==> config.mk <==
export PLATFORM = sky130hd
export DESIGN_NAME = prng_share_ctrl
export DESIGN_NICKNAME = d
export VERILOG_FILES = /design/src/rtl/prng_pkg.sv /design/src/rtl/rr_arbiter.sv /design/src/rtl/prng_share_ctrl.sv
export SDC_FILE = /design/constraint.sdc
export NUM_CORES = 1
export LEC_CHECK = 0
export BUFFER_PORTS_ARGS = -buffer_cell sky130_fd_sc_hd__buf_2
export CORE_ASPECT_RATIO = 0.9
export CORE_MARGIN = 2
export CORE_UTILIZATION = 51
export DETAILED_ROUTE_END_ITERATION = 16
export GPL_TIMING_DRIVEN = 0
export PLACE_DENSITY = 0.95
export SYNTH_ARGS = -nofsm -noshare
export SYNTH_HDL_FRONTEND = slang
export SYNTH_SLANG_ARGS = --single-unit
==> constraint.sdc <==
create_clock -name clk -period 4.1 [get_ports clk]
set_clock_uncertainty 0.05 [all_clocks]
set_input_delay 0.41 -clock clk [delete_from_list [all_inputs] [get_ports clk]]
set_output_delay 0.41 -clock clk [all_outputs]
set_load 0.05 [all_outputs]
==> src/rtl/prng_pkg.sv <==
// Shared types and constants for controllers that sequence the Trivium PRNG.
package prng_pkg;

    typedef logic [63:0] prng_word_t;

    typedef enum logic [1:0] {
        LOAD = 2'd0,
        WARM = 2'd1,
        RUN  = 2'd2
    } prng_ctrl_state_t;

    localparam prng_word_t PRNG_SEED_INIT = 64'h0123_4567_89AB_CDEF;

endpackage

==> src/rtl/rr_arbiter.sv <==
// Round-robin arbiter: combinational find-first-from-pointer, registered pointer.
// The pointer advances past the winner only when the caller accepts the grant.
module rr_arbiter #(
    parameter int NUM_REQ = 4
) (
    input  logic               clk,
    input  logic               rst_n,
    input  logic [NUM_REQ-1:0] req,
    input  logic               enable,
    output logic [NUM_REQ-1:0] grant_oh,
    output logic               grant_any
);

    localparam int PW = (NUM_REQ > 1) ? $clog2(NUM_REQ) : 1;

    logic [PW-1:0] ptr;
    logic [PW-1:0] winner;

    // Search indices >= ptr first, then wrap around to indices below ptr.
    always_comb begin
        grant_oh  = '0;
        grant_any = 1'b0;
        winner    = '0;
        for (int i = 0; i < NUM_REQ; i++) begin
            if (!grant_any && req[i] && (i >= int'(ptr))) begin
                grant_any   = 1'b1;
                winner      = PW'(i);
                grant_oh[i] = 1'b1;
            end
        end
        for (int i = 0; i < NUM_REQ; i++) begin
            if (!grant_any && req[i] && (i < int'(ptr))) begin
                grant_any   = 1'b1;
                winner      = PW'(i);
                grant_oh[i] = 1'b1;
            end
        end
    end

    // Pointer moves to the slot after the winner, wrapping at NUM_REQ.
    always_ff @(posedge clk or negedge rst_n) begin
        if (!rst_n) begin
            ptr <= '0;
        end else if (enable && grant_any) begin
            if (winner == PW'(NUM_REQ - 1)) begin
                ptr <= '0;
            end else begin
                ptr <= winner + 1'b1;
            end
        end
    end

endmodule

==> src/rtl/prng_share_ctrl.sv <==
// Sequencer/arbiter for the shared 64-bit Trivium PRNG.
// Loads the seed, waits out warm-up, then hands one fresh word per cycle to one
// requester in round-robin order. Handles external and periodic reseeding.
//
// Handshake: req is a level; a requester sees gnt[i] high for one cycle with
// rnd_data valid in that same cycle. There is no back-pressure: a grant is a
// delivery. The word delivered is the prng_data present in the cycle before gnt.
module prng_share_ctrl
    import prng_pkg::*;
#(
    parameter int          NUM_REQ         = 4,
    parameter prng_word_t  SEED_INIT       = PRNG_SEED_INIT,
    parameter int unsigned RESEED_INTERVAL = 0
) (
    input  logic               clk,
    input  logic               rst_n,
    output logic               prng_rst,
    output prng_word_t         prng_seed,
    input  prng_word_t         prng_data,
    input  logic               prng_valid,
    input  logic [NUM_REQ-1:0] req,
    output logic [NUM_REQ-1:0] gnt,
    output prng_word_t         rnd_data,
    input  logic               reseed_req,
    input  prng_word_t         reseed_val,
    output logic               busy,
    output logic [31:0]        words_served
);

    localparam bit          AUTO_EN  = (RESEED_INTERVAL != 0);
    localparam logic [31:0] INTERVAL = 32'(RESEED_INTERVAL);

    prng_ctrl_state_t   state;
    prng_ctrl_state_t   next_state;
    prng_word_t         seed_reg;
    logic               arb_en;
    logic               arb_win;
    logic               auto_hit;
    logic               load_pulse;
    logic [NUM_REQ-1:0] grant_oh;
    logic               grant_any;

    rr_arbiter #(
        .NUM_REQ (NUM_REQ)
    ) u_arb (
        .clk       (clk),
        .rst_n     (rst_n),
        .req       (req),
        .enable    (arb_en),
        .grant_oh  (grant_oh),
        .grant_any (grant_any)
    );

    assign arb_win   = arb_en && grant_any;
    assign auto_hit  = AUTO_EN && arb_win && ((words_served + 32'd1) == INTERVAL);
    assign prng_seed = seed_reg;

    // FSM state register.
    always_ff @(posedge clk or negedge rst_n) begin
        if (!rst_n) begin
            state <= LOAD;
        end else begin
            state <= next_state;
        end
    end

    // Next-state logic; a reseed request overrides everything else.
    // In WARM, a prng_valid that coincides with the seed-load pulse is stale
    // (left over from the previous seed) and is ignored.
    always_comb begin
        next_state = state;
        if (reseed_req) begin
            next_state = LOAD;
        end else begin
            case (state)
                LOAD: next_state = WARM;
                WARM: if (prng_valid && !prng_rst) next_state = RUN;
                RUN: begin
                    if (!prng_valid) begin
                        next_state = WARM;
                    end else if (auto_hit) begin
                        next_state = LOAD;
                    end
                end
                default: next_state = LOAD;
            endcase
        end
    end

    // FSM outputs; load_pulse is suppressed when a reseed restarts LOAD so the
    // adapter only ever sees one pulse, carrying the newest seed.
    always_comb begin
        busy       = (state != RUN);
        arb_en     = (state == RUN) && prng_valid && !reseed_req;
        load_pulse = (state == LOAD) && !reseed_req;
    end

    // Seed register: external reseed wins over the auto-increment.
    always_ff @(posedge clk or negedge rst_n) begin
        if (!rst_n) begin
            seed_reg <= SEED_INIT;
        end else if (reseed_req) begin
            seed_reg <= reseed_val;
        end else if (auto_hit) begin
            seed_reg <= seed_reg + 64'd1;
        end
    end

    // Registered grant, word, seed-load pulse and served-word counter.
    always_ff @(posedge clk or negedge rst_n) begin
        if (!rst_n) begin
            prng_rst     <= 1'b0;
            gnt          <= '0;
            rnd_data     <= '0;
            words_served <= '0;
        end else begin
            prng_rst <= load_pulse;
            gnt      <= arb_win ? grant_oh : '0;
            if (arb_win) begin
                rnd_data <= prng_data;
            end
            if (state == LOAD) begin
                words_served <= '0;
            end else if (arb_win) begin
                words_served <= words_served + 32'd1;
            end
        end
    end

endmodule

Word level (Yosys, flattened, before mapping)
Cells that the tools add are included.
Operators by class
  $lt $le $gt $ge: 6
  reductions and logical operators: 28
  eq/ne operators: 6
  muxes and demuxes: 27
  add/sub/neg operators: 2
Operator list (count)
  $mux W32: 2
  $add A32 B1 Y32 const B: 1
  $mux W2: 9
  $logic_and A1 B1 Y1: 17
  $mux W1: 14
  $logic_not A1 Y1: 8
  $ne A3 B3 Y1 const B: 2
  $pmux W2 S3: 1
  $eq A2 B2 Y1 const B: 2
  $ge A1 B2 Y1 const A: 2
  $lt A1 B2 Y1 const A: 2
  $mux W4: 1
  $add A2 B1 Y2 const B: 1
  $eq A2 B1 Y1 const B: 1
  $ge A2 B2 Y1 const A: 1
  $logic_not A2 Y1: 1
  $lt A2 B2 Y1 const A: 1
  $ne A2 B2 Y1 const B: 1
  $reduce_and A2 Y1: 1
  $reduce_bool A2 Y1: 1
Storage, ports and cells
  logic and storage cells: 76
  input port bits: 136
  register bits after elaboration: 169

Longest topological paths before layout
  depth after elaboration: 29
  mapped depth: 8

Hierarchy
A second synthesis with hierarchy kept.
Second synthesis, totals
  cell total of the unflattened synthesis: 512
  area, all modules: 6985.4 µm²
By module, submodules not included
  prng_share_ctrl: cells each 484, seq. area each 4219.0 µm², area each 6771.5 µm², instances 1
  rr_arbiter: cells each 28, seq. area each 50.0 µm², area each 214.0 µm², instances 1

Worst setup path before layout
No wires, ideal clock.
  path type: register to register
  start point: register words_served[0]
  end point: register words_served[26]
  required time: 3.918 ns
  arrival time: 1.827 ns
  slack: 2.092 ns
  cell stages (with the launch flop): 8
  library setup time: 0.132 ns
  path through: dfrtp_1 ha_1 and4_1 and4_1 buf_2 nand4_1 xnor2_1 nor2_1
On the way
  word-level cells in the longest chain between the ends: 3
Ends and longest elaborated chain
  from (decl): RTL line prng_share_ctrl.sv:27  | output logic [31:0] words_served
  from (signal assigned): RTL line prng_share_ctrl.sv:125  | words_served <= words_served + 32'd1;
  $add A32 B1 Y32: RTL line prng_share_ctrl.sv:125
  $mux W32: RTL line prng_share_ctrl.sv:124  | end else if (arb_win) begin
  $mux W32: RTL line prng_share_ctrl.sv:122  | if (state == LOAD) begin
No other way between the ends. The select of a mux whose other input is x is not followed.
A chain may end at the register's enable or synchronous reset.

Worst setup path in the final report
  start point: register words_served[2]
  end point: register words_served[13]
The elaborated chain is that of the path after synthesis.

==> flow_metrics.tcl <==
set metrics [dict create \
    status "finished clean" \
    grt_overflow 0 \
    grt_pass1_vias 5742 \
    dieHeight_um 114 \
    core_region_area_mm2 0.0133 \
    power_leakage_uw 0.00494 \
    dpl.hpwl_mm 13.4 \
    wire_per_inst_um 16.4 \
    num-nets-final 1083 \
    ios 302 \
    final.setup.tns_ps 0 \
    synth_nets 761 \
    tightest_slew_ps 689 \
    grt_pass1_wl_mm 28.9 \
    post_cts_resized 0 \
    intPower_uw 3120 \
    die_w_um 127 \
    regToRegStartpoint "words_served[2]$_DFFE_PN0P_" \
    clk_latency_ps 420 \
    min_path_cells 3 \
    finalInstanceArea_mm2 0.00925 \
    drtAntennaViolNets 0 \
    synth.avg_cell_area_um2 11.1 \
    route.met2.wl_mm 9.55 \
    cts_setup_buffers 0 \
    h-tree-depth 4 \
    startpoint_type "flip-flop" \
    final_common_cell "buf_2" \
    port-buffer-count 301 \
    seqPwrFrac_pct 41.1 \
    gp_congestion 0.889 \
    grt_setup_unrepaired "false" \
    syn-cell-area_mm2 0.00691 \
    mostFrequentLayoutCells "buf_2, nand2_1, dfrtp_1" \
    arrival_ps 2240 \
    ir_worst_vdd_v 0.000435 \
    worst_r2r_endpoint "words_served[13]$_DFFE_PN0P_" \
    antennaDiodeCount 0 \
    dp_cells 1094 \
    fin_crit_sh_pct 47.5 \
    postCtsHoldBufs 1 \
    yosysTopAreaCell "dfrtp_1" \
    clkPwrFrac_pct 31.3 \
    drtIter0Drc 338 \
    synthCells 624 \
    routed_via_density 5.15 \
    maxSlewHeadroom_pct 54.0 \
    drive_gt1_share_pct 47.7 \
    worstPathRequired_ps 4390 \
    timing.fmax_ghz 0.514 \
    wl_mm 18.5 \
    whs_endpoint "rnd_data[34]$_DFFE_PN0P_" \
    grt_usage_pct 26.0 \
    cts_sinks 169 \
    cts_inserted_buffers 17 \
    regToRegSetupSlack_ps 2150 \
    clkTransAtPathRegs_ps 70 \
    worstSetupPathType "reg -> reg" \
    ys_ff_latch 169 \
    dieArea_mm2 0.0145 \
    hp-class "in -> reg" \
    cts_tree "built" \
    power_switching_uw 1780 \
    post_dp_cell_area_mm2 0.00866 \
    drv_cap 0 \
    final_cells 1127 \
    synthTopCellsByArea "dfrtp_1, dfstp_2, nand2_1" \
    antenna_found_initial 0 \
    finalWorstPathRequiredPeriod_ps 1950 \
    area_delta_synth_final_pct 33.9 \
    core.rowCount 40 \
    yosysWarnings 0 \
    p_comb_share_pct 27.5 \
    met3WireLength_mm 1.43 \
    hp-start "prng_data[34]" \
    grt_max_degree 93 \
    dr.max_layer_used "met4" \
    vias 5802 \
    synth_top_area_share_pct 49.6 \
    wl_met1_mm 6.88 \
    initial_core_util_pct 51.9 \
    reg2reg_depth 6 \
    crit_path_end_kind "flip-flop" \
    cts_max_path_buffers 2 \
    swShare_pct 36.4 \
    yosysUniqueCellTypes 42 \
    slew_violations 0 \
    setup_viol 0 \
    drtPass1Iterations 4 \
    clock-root-buffer "clkbuf_16" \
    hold_violations 0 \
    powerDensity_mw_per_mm2 530 \
    path_max_fanout 10 \
    drc 0 \
    num-fill-cells 916 \
    synth-seq-area-share_pct 61.8 \
]
power groups by stage:
stage	sequential [uW]	clock [uW]	combinational (uW)
after detailed placement	2030	0	1350
after global routing	2040	1650	1410
after CTS	2020	1560	1350
after global placement	2030	0	1310
final	2020	1540	1350
after floorplan	2750	0	230
state kept, by name, summed over array words and instances (netlist names):
register,flops
gnt,4
prng_rst,1
prng_seed,64
rnd_data,64
state,2
u_arb.ptr,2
words_served,32
cells by family after synthesis:
group                    after synthesis  synth area share [%]
flip-flops                           169                  61.8
buffers and inverters                 37                  3.19
AO/OA/AOI/OAI                         29                  2.39
multiplexers                          65                  10.6
XOR/XNOR                              24                  3.04
AND/OR/NAND/NOR                      299                  18.8
adder cells (fa/ha/maj)                1                 0.181
metal layers:
metal / vias to the layer above / global-route usage (%)
li1: 2705 / -
met1: 2781 / 29.6
met2: 271 / 45.5
met3: 45 / 7.06
met4: 0 / 13.0
met5: - / 0
area by class of cell:
class	count	area, um^2	share of cell area, %
Sequential cell	169	4270	46.2
Multi-Input combinational cell	418	2420	26.1
Timing Repair Buffer	303	1550	16.8
Clock buffer	22	484	5.24
Tap cell	168	210	2.27
Buffer	32	201	2.18
Clock inverter	10	91.3	0.988
Inverter	5	18.8	0.203
cell usage after synthesis (all sizes together):
master  number
nand2      208
dfrtp      137
mux2        64
dfstp       32
nor2        32
buf         26
nand4       20
xor2        16
o21ai       13
nand3        9
and3         8
xnor2        8
a21oi        7
clkbuf       6
inv          5
nor3         4
and2         3
and4         3
nor4         3
o22ai        3
a31oi        2
nand2b       2
nor2b        2
a41oi        1
and4bb       1
ha           1
mux2i        1
nand3b       1
o211ai       1
o22a         1
o41ai        1
or3          1
or3b         1
or4          1
worst max path at each step:
| stage | start | end | slack (ps) | cells after the start |
|---|---|---|---|---|
| CTS | state[0]$_DFFE_PN0P_ | busy | 2220 | 3 |
| detailed placement | reseed_req | prng_seed[61]$_DFFE_PN0P_ | 1940 | 4 |
| global placement | rst_n | rnd_data[56]$_DFFE_PN0P_ | 130 | 1 |
| finish | words_served[2]$_DFFE_PN0P_ | words_served[13]$_DFFE_PN0P_ | 2150 | 6 |
| floorplan | words_served[0]$_DFFE_PN0P_ | words_served[26]$_DFFE_PN0P_ | 2090 | 7 |
| global route | words_served[2]$_DFFE_PN0P_ | words_served[25]$_DFFE_PN0P_ | 2080 | 6 |
metrics by stage:
stage	hold WS [ps]	power (uW)	setup slack, ps	utilization, %
2_1_floorplan	64.4	2980	2090	-
3_3_place_gp	404	3340	127	64.8
3_5_place_dp	362	3380	1940	65.1
4_1_cts	113	4930	2220	69.5
5_1_grt	118	5100	2080	69.5
6_report	129	4900	2150	69.5
critical path: stages (launching register included):
cell	delay, ps
dfrtp_1	440
nand3_1	110
nor2_1	340
clkbuf_1	470
nand4_1	190
xor2_1	170
nor2_1	110
Note: power is estimated with default switching activity, not from simulation.
